$ cat src/rtl/mem_arb_pkg.sv
// Shared types and constants for the CPU/video memory arbiter.
package mem_arb_pkg;

    typedef enum logic [1:0] {
        IDLE  = 2'd0,
        ISSUE = 2'd1,
        WAIT  = 2'd2
    } state_t;

    localparam logic [1:0] ROM_REGION    = 2'b00;
    localparam int         VID_BURST_DEF = 3;

endpackage

$ cat src/rtl/strobe_edge.sv
// CPU strobe history, rising-edge detect and pending-request tracking.
module strobe_edge (
    input  logic clock,
    input  logic reset,
    input  logic cpu_rd,
    input  logic cpu_wr,
    input  logic cpu_grant,
    output logic cpu_pend
);

    logic stb;
    logic rise;
    logic stb_q;
    logic arm_q;
    logic pend_q, pend_d;

    assign stb  = cpu_rd | cpu_wr;
    // arm_q stays low until the strobe has been seen low, so a strobe
    // already high when reset releases never looks like an edge.
    assign rise = stb & ~stb_q & arm_q;

    // Dropping both strobes before the grant cancels the request.
    assign cpu_pend = (pend_q | rise) & stb;
    assign pend_d   = cpu_pend & ~cpu_grant;

    always_ff @(posedge clock) begin
        if (reset) begin
            stb_q  <= 1'b0;
            arm_q  <= 1'b0;
            pend_q <= 1'b0;
        end else begin
            stb_q  <= stb;
            pend_q <= pend_d;
            if (!stb)
                arm_q <= 1'b1;
        end
    end

endmodule

$ cat src/rtl/mem_arbiter.sv
// Single-port RAM arbiter between a CPU and a video reader (3-cycle accesses).
// Optional macro ROM_PROTECT_EN blocks CPU writes to the ROM region.
module mem_arbiter
    import mem_arb_pkg::*;
#(
    parameter int VID_BURST = VID_BURST_DEF
) (
    input  logic        clock,
    input  logic        reset,
    input  logic [15:0] cpu_addr,
    input  logic [7:0]  cpu_wdata,
    input  logic        cpu_rd,
    input  logic        cpu_wr,
    output logic [7:0]  cpu_rdata,
    output logic        cpu_done,
    input  logic        vid_req,
    input  logic [15:0] vid_addr,
    output logic        vid_ack,
    output logic [7:0]  vid_rdata,
    output logic [15:0] mem_addr,
    output logic [7:0]  mem_wdata,
    output logic        mem_wren,
    input  logic [7:0]  mem_q
);

    localparam int             SW        = $clog2(VID_BURST + 1);
    localparam logic [SW-1:0]  BURST_MAX = SW'(VID_BURST);

    state_t        state_q, state_d;
    logic          own_cpu_q, own_cpu_d;
    logic          rd_q, rd_d;
    logic [15:0]   mem_addr_q, mem_addr_d;
    logic [7:0]    mem_wdata_q, mem_wdata_d;
    logic          mem_wren_q, mem_wren_d;
    logic [7:0]    cpu_rdata_q, cpu_rdata_d;
    logic [7:0]    vid_rdata_q, vid_rdata_d;
    logic          cpu_done_q, cpu_done_d;
    logic          vid_ack_q, vid_ack_d;
    logic [SW-1:0] streak_q, streak_d;

    logic cpu_pend;
    logic cpu_grant;
    logic vid_grant;
    logic rom_hit;

`ifdef ROM_PROTECT_EN
    assign rom_hit = (cpu_addr[15:14] == ROM_REGION);
`else
    assign rom_hit = 1'b0;
`endif

    strobe_edge u_strobe (
        .clock     (clock),
        .reset     (reset),
        .cpu_rd    (cpu_rd),
        .cpu_wr    (cpu_wr),
        .cpu_grant (cpu_grant),
        .cpu_pend  (cpu_pend)
    );

    always_comb begin
        state_d     = state_q;
        own_cpu_d   = own_cpu_q;
        rd_d        = rd_q;
        mem_addr_d  = mem_addr_q;
        mem_wdata_d = mem_wdata_q;
        mem_wren_d  = mem_wren_q;
        cpu_rdata_d = cpu_rdata_q;
        vid_rdata_d = vid_rdata_q;
        cpu_done_d  = 1'b0;
        vid_ack_d   = 1'b0;
        cpu_grant   = 1'b0;
        vid_grant   = 1'b0;

        case (state_q)
            IDLE: begin
                // Video has priority until it has won VID_BURST times in a row
                // over a waiting CPU.
                if (cpu_pend && (!vid_req || streak_q == BURST_MAX))
                    cpu_grant = 1'b1;
                else if (vid_req)
                    vid_grant = 1'b1;

                if (cpu_grant) begin
                    own_cpu_d   = 1'b1;
                    rd_d        = cpu_rd;
                    mem_addr_d  = cpu_addr;
                    mem_wdata_d = cpu_wdata;
                    mem_wren_d  = ~cpu_rd & ~rom_hit;
                    state_d     = ISSUE;
                end else if (vid_grant) begin
                    own_cpu_d   = 1'b0;
                    rd_d        = 1'b1;
                    mem_addr_d  = vid_addr;
                    mem_wren_d  = 1'b0;
                    state_d     = ISSUE;
                end
            end
            ISSUE: begin
                mem_wren_d = 1'b0;
                state_d    = WAIT;
            end
            WAIT: begin
                if (own_cpu_q) begin
                    cpu_done_d = 1'b1;
                    if (rd_q)
                        cpu_rdata_d = mem_q;
                end else begin
                    vid_ack_d   = 1'b1;
                    vid_rdata_d = mem_q;
                end
                state_d = IDLE;
            end
            default: state_d = IDLE;
        endcase
    end

    always_comb begin
        streak_d = streak_q;
        if (!cpu_pend || cpu_grant)
            streak_d = '0;
        else if (vid_grant && streak_q != BURST_MAX)
            streak_d = streak_q + 1'b1;
    end

    always_ff @(posedge clock) begin
        if (reset) begin
            state_q     <= IDLE;
            own_cpu_q   <= 1'b0;
            rd_q        <= 1'b0;
            mem_addr_q  <= '0;
            mem_wdata_q <= '0;
            mem_wren_q  <= 1'b0;
            cpu_rdata_q <= '0;
            vid_rdata_q <= '0;
            cpu_done_q  <= 1'b0;
            vid_ack_q   <= 1'b0;
            streak_q    <= '0;
        end else begin
            state_q     <= state_d;
            own_cpu_q   <= own_cpu_d;
            rd_q        <= rd_d;
            mem_addr_q  <= mem_addr_d;
            mem_wdata_q <= mem_wdata_d;
            mem_wren_q  <= mem_wren_d;
            cpu_rdata_q <= cpu_rdata_d;
            vid_rdata_q <= vid_rdata_d;
            cpu_done_q  <= cpu_done_d;
            vid_ack_q   <= vid_ack_d;
            streak_q    <= streak_d;
        end
    end

    assign cpu_rdata = cpu_rdata_q;
    assign cpu_done  = cpu_done_q;
    assign vid_ack   = vid_ack_q;
    assign vid_rdata = vid_rdata_q;
    assign mem_addr  = mem_addr_q;
    assign mem_wdata = mem_wdata_q;
    assign mem_wren  = mem_wren_q;

endmodule

$ cat config.mk
export PLATFORM = sky130hd
export DESIGN_NAME = mem_arbiter
export DESIGN_NICKNAME = d
export VERILOG_FILES = /design/src/rtl/mem_arb_pkg.sv /design/src/rtl/strobe_edge.sv /design/src/rtl/mem_arbiter.sv
export SDC_FILE = /design/constraint.sdc
export NUM_CORES = 1
export LEC_CHECK = 0
export CORE_MARGIN = 2
export CORE_UTILIZATION = 41
export DETAILED_ROUTE_END_ITERATION = 12
export HOLD_SLACK_MARGIN = 0.06
export PLACE_DENSITY_LB_ADDON = 0.15
export SLEW_MARGIN = 20
export SYNTH_ARGS = -nofsm -noshare
export SYNTH_HDL_FRONTEND = slang
export SYNTH_HIERARCHICAL = 1
export SYNTH_SLANG_ARGS = --single-unit
$ cat constraint.sdc
create_clock -name clock -period 2.1 [get_ports clock]
set_input_delay 0.315 -clock clock [delete_from_list [all_inputs] [get_ports clock]]
set_output_delay 0.315 -clock clock [all_outputs]
set_load 0.05 [all_outputs]
Word-level counts from Yosys, hierarchy flattened
Index checks and enable logic that the tools add are counted.
Word-level totals
  register bits after elaboration: 52
  latch bits: 0
  bits in writable memories: 0
  bits in read-only memories: 0
  bits of input ports: 53
  output and inout bits: 43
  word-level logic and storage cells: 67
  memories: 0
Cells by class
  $add $sub $neg: 1
  $mul: 0
  divide/modulo/power cells: 0
  $lt $le $gt $ge: 0
  eq/ne operators: 5
  shift-type cells: 0
  multiplexer cells: 20
  bitwise logic cells: 11
  reduce and logical (&&, ||, !) cells: 16
Operators by type and width (count)
  16-bit 2-to-1 mux: 2
  1-bit 2-to-1 mux: 14
  2-bit AND reduction: 4
  1-bit NOT: 5
  1-bit AND: 4
  2-bit == test, second input constant: 2
  2-bit 2-to-1 mux: 2
  2-bit case mux with 2 select lines: 1
  2-bit nonzero test: 2
  2-bit OR reduction: 2
  3-bit by 2-bit != test with 1-bit output, second input constant: 1
  3-bit AND reduction: 1
  2-bit by 1-bit adder with 2-bit output, second input constant: 1
  2-bit by 1-bit == test with 1-bit output, second input constant: 1
  1-bit logical AND: 2
  1-bit zero test: 2
  2-bit zero test: 1
  1-bit logical OR: 2
  2-bit != test, second input constant: 1
  1-bit OR: 2
  1-bit case mux with 2 select lines: 1

Depth between registers and ports, before layout
Gate-level depths: netlist of run 1.
  word-level depth: 11
  mapped depth: 7
  gate-level depth less buffers: 5

Cells and area by module
Netlist of run 1, hierarchy kept.
By module, submodules not included
  mem_arbiter: instances 1, cells an instance 235, area an instance 2045.7 um^2, seq. area each 980.9 um^2
  strobe_edge: instances 1, cells an instance 10, area an instance 107.6 um^2, seq. area each 60.1 um^2

Least setup slack after synthesis of run 1
No wires, ideal clock.
  path kind: input-to-reg
  start point: input port cpu_wr
  end point: register mem_addr_q[12] (netlist: mem_addr[12])
  setup time: 0.133 ns
  arrival: 1.411 ns
  required time: 1.967 ns
  slack: 0.555 ns
  stages on the path: 7
  buffers on the path: 2
  cell sequence: nor2_1 a21oi_1 or2_2 clkbuf_1 buf_2 a21oi_1 a311oi_1
On the way
  longest elaborated chain between the ends: 10
  elaborated cells between the ends (all ways): 13
  classes of those cells: 5 x mux; 5 x bitwise; 3 x reduce/logical
RTL lines
  from (decl): line mem_arbiter.sv:13  | input logic cpu_wr,
  1-bit OR *: line strobe_edge.sv:17  | assign stb = cpu_rd | cpu_wr;
  1-bit AND (2 in a row): line strobe_edge.sv:20  | assign rise = stb & ~stb_q & arm_q;
  1-bit OR: line strobe_edge.sv:23  | assign cpu_pend = (pend_q | rise) & stb;
  1-bit AND *: line strobe_edge.sv:23
  named net cpu_pend: line mem_arbiter.sv:41  | logic cpu_pend;
  1-bit logical AND *: line mem_arbiter.sv:79  | if (cpu_pend && (!vid_req || streak_q == BURST_MAX))
  1-bit 2-to-1 mux: line mem_arbiter.sv:79
  1-bit 2-to-1 mux: line mem_arbiter.sv:75  | case (state_q)
  2-bit nonzero test (no line)
  2-bit AND reduction (no line)
  to (signal assigned): line mem_arbiter.sv:143  | mem_addr_q <= mem_addr_d;
  to (decl): line mem_arbiter.sv:32  | logic [15:0] mem_addr_q, mem_addr_d;
Mark *: on every way through the listed nets, which the timed path passes. The rest lies on a longest branch. The select of a mux whose other input is x is not followed.
A chain may end at the register's enable or synchronous reset.

Worst setup path in the final report of run 1
  start point: input port cpu_rd
  end point: register mem_addr_q[14] (netlist: mem_addr[14])
On the way
  longest elaborated chain between the ends: 10
  elaborated cells between the ends (all ways): 13
  classes of those cells: 5 x mux; 5 x bitwise; 3 x reduce/logical
RTL lines
  from (decl): line mem_arbiter.sv:12  | input logic cpu_rd,
  1-bit OR *: line strobe_edge.sv:17
  1-bit AND (2 in a row): line strobe_edge.sv:20
  1-bit OR: line strobe_edge.sv:23
  1-bit AND *: line strobe_edge.sv:23
  named net cpu_pend: line mem_arbiter.sv:41
  1-bit logical AND *: line mem_arbiter.sv:79
  1-bit 2-to-1 mux: line mem_arbiter.sv:79
  1-bit 2-to-1 mux: line mem_arbiter.sv:75
  2-bit nonzero test (no line)
  2-bit AND reduction (no line)
Marked as above.

==> results of run 1 <==
power groups by stage:
stage	clock network [W]	logic, W	registers, W
6_report	0.000614	0.000601	0.00108
5_1_grt	0.000671	0.000636	0.00109
4_1_cts	0.000629	0.000601	0.00108
3_5_place_dp	0	0.000597	0.00110
3_3_place_gp	0	0.000596	0.00110
2_1_floorplan	0	0.000192	0.00126
layout make-up:
cell class / instances / area share [%]
multi-input cells: 164 / 30.3
flip-flops and latches: 52 / 31.8
well taps: 70 / 2.67
inverters: 4 / 0.459
repair buffers: 108 / 31.9
clock buffers: 7 / 2.94
sequential cells by signal, summed over array words and instances (netlist names):
| register | count |
|---|---|
| mem_addr | 16 |
| cpu_rdata | 8 |
| mem_wdata | 8 |
| vid_rdata | 8 |
| state_q | 2 |
| streak_q | 2 |
| cpu_done | 1 |
| mem_wren | 1 |
| own_cpu_q | 1 |
| rd_q | 1 |
| u_strobe/arm_q | 1 |
| u_strobe/pend_q | 1 |
| u_strobe/stb_q | 1 |
| vid_ack | 1 |
routing by layer:
layer / wire [µm] / up-vias / part of all wire [%]
met5: 0 / - / 0
met4: 75 / 0 / 1.2
met3: 340 / 8 / 5.6
met2: 2950 / 85 / 49
met1: 2660 / 1042 / 44
li1: - / 1074 / -
cell usage after synthesis, types with 2 or more instances:
master / count / area [µm²]
o21ai_0: 18 / 90.1
a311oi_1: 16 / 140
clkbuf_1: 17 / 63.8
dfxtp_1: 52 / 1040
nand4_1: 8 / 50.1
nor2_1: 11 / 41.3
nand3_1: 18 / 90.1
nor2_2: 2 / 12.5
mux2i_1: 8 / 80.1
nand2b_1: 2 / 12.5
nor3_1: 2 / 10.0
inv_1: 4 / 15.0
a21oi_1: 36 / 180
o31ai_1: 8 / 60.1
buf_2: 5 / 25.0
buf_6: 2 / 22.5
nor3b_1: 2 / 15.0
nand2_1: 19 / 71.3
stage by stage:
stage	hold slack [ns]	std cells	setup TNS [ns]	setup slack, ns
after floorplan	0.387	245	0	0.555
after global placement	0.441	398	0	0.0618
after detailed placement	0.446	398	-0.00288	-0.00288
after CTS	0.458	405	0	0.281
after global routing	0.483	405	0	0.118
final	0.456	405	0	0.251
critical path, stage by stage:
cell and delay, ns:
clkdlybuf4s50_1 0.48, nor2_1 0.07, a21oi_2 0.19, nor2_1 0.12, nor2_2 0.61, a311oi_1 0.21
worst max-delay path by stage:
stage / startpoint / to / slack, ns / cells past startpoint
2_1_floorplan: cpu_wr / mem_addr[12] / 0.56 / 7
3_3_place_gp: cpu_rd / mem_addr[8] / 0.06 / 6
3_5_place_dp: cpu_rd / mem_addr[14] / -0.003 / 6
4_1_cts: cpu_rd / mem_addr[14] / 0.28 / 6
5_1_grt: cpu_rd / mem_addr[2] / 0.12 / 6
6_report: cpu_rd / mem_addr[14] / 0.25 / 6
cell families (layout without fill, tap and decap cells):
family | Yosys count | in the layout | synth area share, %
buf+inv | 29 | 119 | 6.04
mux | 8 | 8 | 3.72
compound gates | 82 | 82 | 23.9
simple gates | 73 | 73 | 17.4
flops | 52 | 52 | 48.3
fa+ha+maj | 1 | 1 | 0.581
cells in the final DEF, fill, tap and decap left out, types with 2 or more instances in the layout:
master / n
nand2_1: 19
a21oi_1: 35
nand4_1: 8
o31ai_1: 8
nor2_2: 2
clkdlybuf4s50_1: 94
a311oi_1: 16
nor2_1: 11
inv_1: 4
clkbuf_8: 7
a21oi_2: 2
nor3_1: 2
nand2b_1: 2
dfxtp_1: 52
mux2i_1: 8
nand3_1: 18
o21ai_0: 18
buf_4: 13
==> summary.txt, run 1 <==
Die height: 76.5 µm
Internal power: 0.00158 W
Pwr Density: 700 nW/µm²
Final Wtd Congestion: 0.774
Unique masters post-synth: 33
Post-route DRC: 0
Yosys reg bits: 52
Final critical-path required period: 1.85 ns
Number of synthesis warnings: 6
Post-CTS Hold Buffers: 0
Switching Share: 31.0%
Total power: 0.00229 W
1st-iter DRT viols: 137
Initial Util: 42.4%
Max-slew violation count: 0
Syn_nets: 299
Fmax: 541 MHz
Ant diodes: 0
Number of CTS-inserted buffers: 5
R2R Path End: mem_addr[14]
Crit path DAT: 1.99 ns
Register area share after synthesis: 48.3%
Grt total ovfl: 0
Hold Path Depth: 2
Via count: 2,209
DP HPWL: 4070 µm
Pin count of the biggest net entering global routing: 32
CP startpoint kind: input port
CTS HTree Levels: 2
P&R area growth vs syn: 52.1%
Final instance area: 3270 µm²
Avg Cell Area, Syn: 8.79 µm²
Post-Syn Area: 2150 µm²
M1 GR Usage: 27.2%
Final Setup Violations: 0
Worst-Margin Slew: 0.773 ns
Critical path class: input port to flop
Worst flop-to-flop path startpoint: u_strobe/stb_q
I/O Buffers: 95
Final Hold Fails: 0
Worst Skew: 0.00678 ns
Setup crit end kind: flop
Register area: 1040 µm²
Asr flop ratio synth: 0%
DP Area: 3180 µm²
Switching pwr: 0.000710 W
DR WL/cell: 14.9 µm
Min-Delay Startpoint: cpu_rdata[1]
CORE AREA: 5070 µm²
Initial antenna violation count: 0
Fillers: 458
Unrepaired setup endpoints after global routing: false
Cts repair resizes: 0
Worst vdd ir: 0.443 mV
M2 GR Usage: 33.9%
Post-CTS setup buffer count: 0
Outcome: finished, final reports clean
Std cell rows: 26
Flop pwr share: 47.0%
Die W: 76.5 µm
Final core occ: 64.5%
MaxCap Viol Count: 0
Area of the multi-input gates: 991 µm²
TritonCTS clock tree: yes
Die footprint: 5850 µm²
IO Pins: 96
Worst Hold Path EP: cpu_rdata[1]
Worst endpoint required time: 2.24 ns
CTS max path bufs: 2
Post-synth EDFFs: 0
Pre-antenna DRT Iters: 4
Leakage power: 1.13 nW
Critical path peak fanout: 17
Most used DFF post-synth: dfxtp_1
Total clock sinks: 52
Synthesized instance count: 245
Layout cells sized above 1: 8.96%
Clk_lat worst skew: 0.30 ns
R2R depth: 5
Vias in the first global route: 2,013
Routed vias/inst: 5.45
First-pass GRT wire length: 9940 µm
Worst hold-check path type: flop to flop
Post-route ant nets: 0
Most Crowded Layer GR: met2
Comb power frac: 26.2%
# nets final: 389
Total track usage: 20.7%
Final period util: 88.1%
Root buf cell: clkbuf_8
FF-to-FF setup slack: 0.30 ns
Slew HR: 48.4%
Met3 Use GR: 3.55%
Drt total wl: 6020 µm
Reg clk slew, reported paths: 0.09 ns
Clock Power Share: 26.8%
(Power assumes the default switching activity.)
==> inputs of run 2 (changes only) <==
- CORE_UTILIZATION: 41 -> 35
==> summary.txt, run 2 (synthesis gave the netlist of run 1 again) <==
Outcome: finished, final reports clean
Total track usage: 19.2% (-1.4 points)
Crit path DAT: 1.97 ns (-0.02 ns)
Final Wtd Congestion: 0.672 (-13%)
Post-route DRC: 0 (unchanged)
Post-route setup slack: 0.267 ns (+0.0169 ns)
Post-CTS setup buffer count: 0 (unchanged)
Slew HR: 48.1% (-0.31 points)
Final period util: 87.3% (-0.80 points)
Met3 Use GR: 5.00% (+1.4 points)
TritonCTS clock tree: yes
Placed cells: 404 (+1.5%)
Leading cell type in the layout, fill and taps excluded: clkdlybuf4s50_1
M2 GR Usage: 30.6% (-3.3 points)
Largest register FFs: 16 (unchanged)
DP HPWL: 4400 µm (+8.0%)
Drt total wl: 6510 µm (+8.1%)
Grt total ovfl: 0 (unchanged)
Final critical-path required period: 1.83 ns (-0.0169 ns)
Reg clk slew, reported paths: 0.10 ns (about the same)
Ant diodes: 0 (unchanged)
Setup crit end kind: flop
Crit-path most repeated cell: nor2_1
Slowest-stage cell, CP: nor2_2
Routed vias/inst: 5.36 (-1.8%)
# nets final: 390 (+0.26%)
Die height: 82.4 µm (+7.8%)
Die W: 82.4 µm (+7.8%)
1st-iter DRT viols: 110 (-20%)
Worst hold-check path type: flop to flop
Final std cells w/o fill: 412 (+1.7%)
Leakage power: 1.15 nW (+1.7%)
Clk_lat worst skew: 0.30 ns (about the same)
CP startpoint kind: input port
Final Setup Violations: 0 (unchanged)
Std cell rows: 28 (+7.7%)
Layout cells sized above 1: 9.50% (+0.54 points)
MaxCap Viol Count: 0 (unchanged)
Total clock sinks: 52 (unchanged)
Die footprint: 6800 µm² (+16%)
Pin count of the biggest net entering global routing: 34 (+6.3%)
Max-slew violation count: 0 (unchanged)
Number of CTS-inserted buffers: 5 (unchanged)
I/O Buffers: 95 (unchanged)
Via count: 2,207 (-0.091%)
P&R area growth vs syn: 54.1%
Root buf cell: clkbuf_8
Internal power: 0.00171 W (+8.1%)
Unrepaired setup endpoints after global routing: false
Worst-Margin Slew: 0.777 ns (+0.00463 ns)
Critical path class: input port to flop
First-pass GRT wire length: 9960 µm (+0.27%)
CP cell instances: clkdlybuf4s50_1 > nor2_1 > a21oi_2 > nor2_1 > nor2_2 > a311oi_1
Fmax: 546 MHz (+0.92%)
Switching pwr: 0.000723 W (+1.7%)
Worst endpoint required time: 2.23 ns (about the same)
Switching Share: 29.7% (-1.3 points)
CTS HTree Levels: 2 (unchanged)
Post-route ant nets: 0 (unchanged)
Pre-antenna DRT Iters: 4 (unchanged)
Flop pwr share: 44.2% (-2.8 points)
Critical path peak fanout: 17 (unchanged)
Post-Place Setup Slack: -0.0300 ns (-0.0272 ns)
Clock Power Share: 30.8% (+4.0 points)
M1 GR Usage: 25.8% (-1.3 points)
Initial antenna violation count: 0 (unchanged)
CTS max path bufs: 2 (unchanged)
Worst Skew: 0.0127 ns (+0.00588 ns)
Cts repair resizes: 0 (unchanged)
Comb power frac: 25.0% (-1.2 points)
Final Hold Fails: 0 (unchanged)
Pwr Density: 733 nW/µm² (+4.7%)
Most Crowded Layer GR: met2
CORE AREA: 5920 µm² (+17%)
Initial Util: 36.4% (-6.1 points)
Worst vdd ir: 0.290 mV (-35%)
Post-CTS Hold Buffers: 0 (unchanged)
Most frequent cells in the layout: 94 x clkdlybuf4s50_1, 52 x dfxtp_1, 35 x a21oi_1
CP max stage delay: 0.61 ns (about the same)
IO Pins: 96 (unchanged)
DR WL/cell: 15.8 µm (+6.3%)
Vias in the first global route: 2,044 (+1.5%)
## run 2: path summary, 6_finish.rpt
check                 start      endpoint  slack, ns  depth (start not counted)
max                  cpu_rd   mem_addr[2]       0.27                          6
min            cpu_rdata[1]  cpu_rdata[1]       0.46                          2
max reg2reg  u_strobe/stb_q   mem_addr[2]       0.31                          5
min reg2reg    cpu_rdata[1]  cpu_rdata[1]       0.46                          2
## run 2: routing by layer
metal	up-vias	part of all wire, %	routed length, µm
li1	1080	-	-
met1	1029	46	2970
met2	92	46	2960
met3	6	8.0	518
met4	0	0.94	61
met5	-	0	0
## run 2: critical path, delay by kind of cell
kind            cells  cell delay (ns)
buf+inv             1             0.47
simple gates        3             0.79
compound gates      2             0.39
## run 2: per-stage QoR
| stage | setup TNS, ns | total power [W] | hold slack, ns | cell area, µm² | utilization [%] |
|---|---|---|---|---|---|
| 2_1_floorplan | 0 | 0.00145 | 0.387 | 2150 | - |
| 3_3_place_gp | 0 | 0.00170 | 0.442 | 3190 | 53.9 |
| 3_5_place_dp | -0.195 | 0.00170 | 0.449 | 3190 | 53.9 |
| 4_1_cts | 0 | 0.00244 | 0.463 | 3320 | 56.0 |
| 5_1_grt | 0 | 0.00253 | 0.488 | 3320 | 56.0 |
| 6_report | 0 | 0.00243 | 0.462 | 3320 | 56.0 |
## run 2: area by class of cell
class,instances,area [µm²]
tap,75,93.8
clock buffer,7,96.3
timing repair buffer,109,1050
fill,586,2600
multi-input combinational,164,991
inverter,4,15.0
clock inverter,1,30.0
sequential,52,1040
## run 2: power by group through the flow
stage	clock network (W)	logic [W]	registers (W)
floorplan	0	0.000192	0.00126
global placement	0	0.000603	0.00110
detailed placement	0	0.000606	0.00110
CTS	0.000759	0.000608	0.00108
global route	0.000798	0.000647	0.00108
finish	0.000749	0.000608	0.00108
==> inputs of run 3 (changes only) <==
- CORE_UTILIZATION: 35 -> 41
- GPL_TIMING_DRIVEN: default -> 0
==> summary.txt, run 3 (synthesis gave the netlist of run 1 again) <==
Die footprint: 5850 µm² (-14%)
Flop pwr share: 47.4% (+3.2 points)
Clock Power Share: 25.8% (-5.0 points)
Clk_lat worst skew: 0.30 ns (about the same)
IO Pins: 96 (unchanged)
Die height: 76.5 µm (-7.2%)
DP HPWL: 4290 µm (-2.5%)
Worst endpoint required time: 2.31 ns (+0.08 ns)
Outcome: finished, final reports clean
Post-CTS setup buffer count: 0 (unchanged)
Routed vias/inst: 5.31 (-0.90%)
Reg clk slew, reported paths: 0.09 ns (about the same)
Number of CTS-inserted buffers: 5 (unchanged)
Via count: 2,219 (+0.54%)
Final Hold Fails: 0 (unchanged)
R2R depth: 6 (+1)
Register area: 1040 µm² (unchanged)
Initial antenna violation count: 0 (unchanged)
1st-iter DRT viols: 70 (-36%)
Post-route ant nets: 0 (unchanged)
Final Wtd Congestion: 0.790 (+18%)
Most frequent cells in the layout: 95 x clkdlybuf4s50_1, 52 x dfxtp_1, 36 x a21oi_1
DP Area: 3190 µm² (unchanged)
P&R area growth vs syn: 52.8%
Post-route setup slack: 0.163 ns (-0.104 ns)
Worst hold-check path type: flop to flop
Worst Skew: 0.00748 ns (-0.00518 ns)
CTS max path bufs: 2 (unchanged)
Initial Util: 42.4% (+6.1 points)
First-pass GRT wire length: 9830 µm (-1.4%)
Final instance area: 3290 µm² (-0.87%)
Total power: 0.00227 W (-6.9%)
Pre-antenna DRT Iters: 4 (unchanged)
MaxCap Viol Count: 0 (unchanged)
Max-slew violation count: 0 (unchanged)
CP startpoint kind: input port
Switching Share: 31.2% (+1.5 points)
Largest register FFs: 16 (unchanged)
Pin count of the biggest net entering global routing: 15 (-56%)
Crit path DAT: 2.14 ns (+0.17 ns)
Critical path peak fanout: 10 (-7)
Root buf cell: clkbuf_8
Total track usage: 20.5% (+1.2 points)
Final Setup Violations: 0 (unchanged)
Drt total wl: 6030 µm (-7.3%)
Post-route DRC: 0 (unchanged)
Fmax: 516 MHz (-5.4%)
Unrepaired setup endpoints after global routing: false
Vias in the first global route: 2,056 (+0.59%)
Std cell rows: 26 (-7.1%)
Switching pwr: 0.000707 W (-2.1%)
Leakage power: 1.11 nW (-3.0%)
Final TNS setup: 0 ns (unchanged)
CTS HTree Levels: 2 (unchanged)
Hold Path Depth: 2 (unchanged)
Slew HR: 63.4% (+15 points)
Fillers: 472 (-19%)
I/O Buffers: 95 (unchanged)
Comb power frac: 26.8% (+1.8 points)
Die W: 76.5 µm (-7.2%)
# nets final: 401 (+2.8%)
Leading cell type in the layout, fill and taps excluded: clkdlybuf4s50_1
Post-Place Setup Slack: -0.200 ns (-0.170 ns)
Setup crit end kind: flop
Layout cells sized above 1: 6.03% (-3.5 points)
Final period util: 92.2% (+5.0 points)
Worst vdd ir: 0.507 mV (+75%)
Worst-Margin Slew: 0.549 ns (-0.228 ns)
Pwr Density: 689 nW/µm² (-6.1%)
CORE AREA: 5070 µm² (-14%)
Total clock sinks: 52 (unchanged)
Final critical-path required period: 1.94 ns (+0.104 ns)
Hold_ws: 0.454 ns (-0.00774 ns)
Critical path class: input port to flop
Area of the multi-input gates: 990 µm² (-0.13%)
DR WL/cell: 14.4 µm (-8.7%)
Internal power: 0.00156 W (-8.9%)
Ant diodes: 0 (unchanged)
TritonCTS clock tree: yes
Grt total ovfl: 0 (unchanged)
## run 3: cell types whose count changed in the layout (fill, tap and decap cells not counted), sizes merged
cell,previous run,this run
buf,15,8
clkdlybuf4s50,94,95
clkbuf,7,25
bufinv,1,0
## run 3: cell type report
class	instances	area share (%)
well taps	70	2.66
clock buffers	8	2.74
repair buffers	95	28.9
inverters	4	0.456
plain buffers	25	3.50
flip-flops and latches	52	31.6
multi-input cells	164	30.1
## run 3: power by group through the flow
stage | Combinational [W] | Sequential, W | Clock (W)
3_5_place_dp | 0.000603 | 0.00110 | 0
6_report | 0.000607 | 0.00107 | 0.000583
5_1_grt | 0.000646 | 0.00108 | 0.000641
3_3_place_gp | 0.000601 | 0.00110 | 0
4_1_cts | 0.000605 | 0.00107 | 0.000596
2_1_floorplan | 0.000192 | 0.00126 | 0
## run 3: per-layer routing
layer	track usage (%)	part of all wire [%]	routed length, µm
met1	26.0	43	2610
met4	5.64	1.3	78
met3	5.45	5.0	303
met5	0	0	0
met2	34.2	50	3040
## run 3: worst max-delay path: stages
cell and delay, ns:
clkdlybuf4s50_1 0.50, nor2_2 0.07, a21oi_1 0.17, buf_2 0.24
clkbuf_1 0.39, nand3_1 0.12, a311oi_1 0.33
## run 3: final timing paths
check,start,end,slack (ns)
setup / recovery,cpu_rd,mem_addr[5],0.16
hold / removal,cpu_rdata[4],cpu_rdata[4],0.45
setup reg to reg,u_strobe/stb_q,mem_addr[5],0.26
hold reg to reg,cpu_rdata[4],cpu_rdata[4],0.45
## run 3: what timing repair did
item | CTS | global route
setup endpoints to repair | 0 | 10
hold buffers | 0 | 0
resized for setup | 0 | 2
## run 3: per-stage QoR
stage	utilization (%)	instances
floorplan	-	245
global placement	62.9	410
detailed placement	62.9	410
CTS	64.7	418
global route	64.8	418
finish	64.8	418
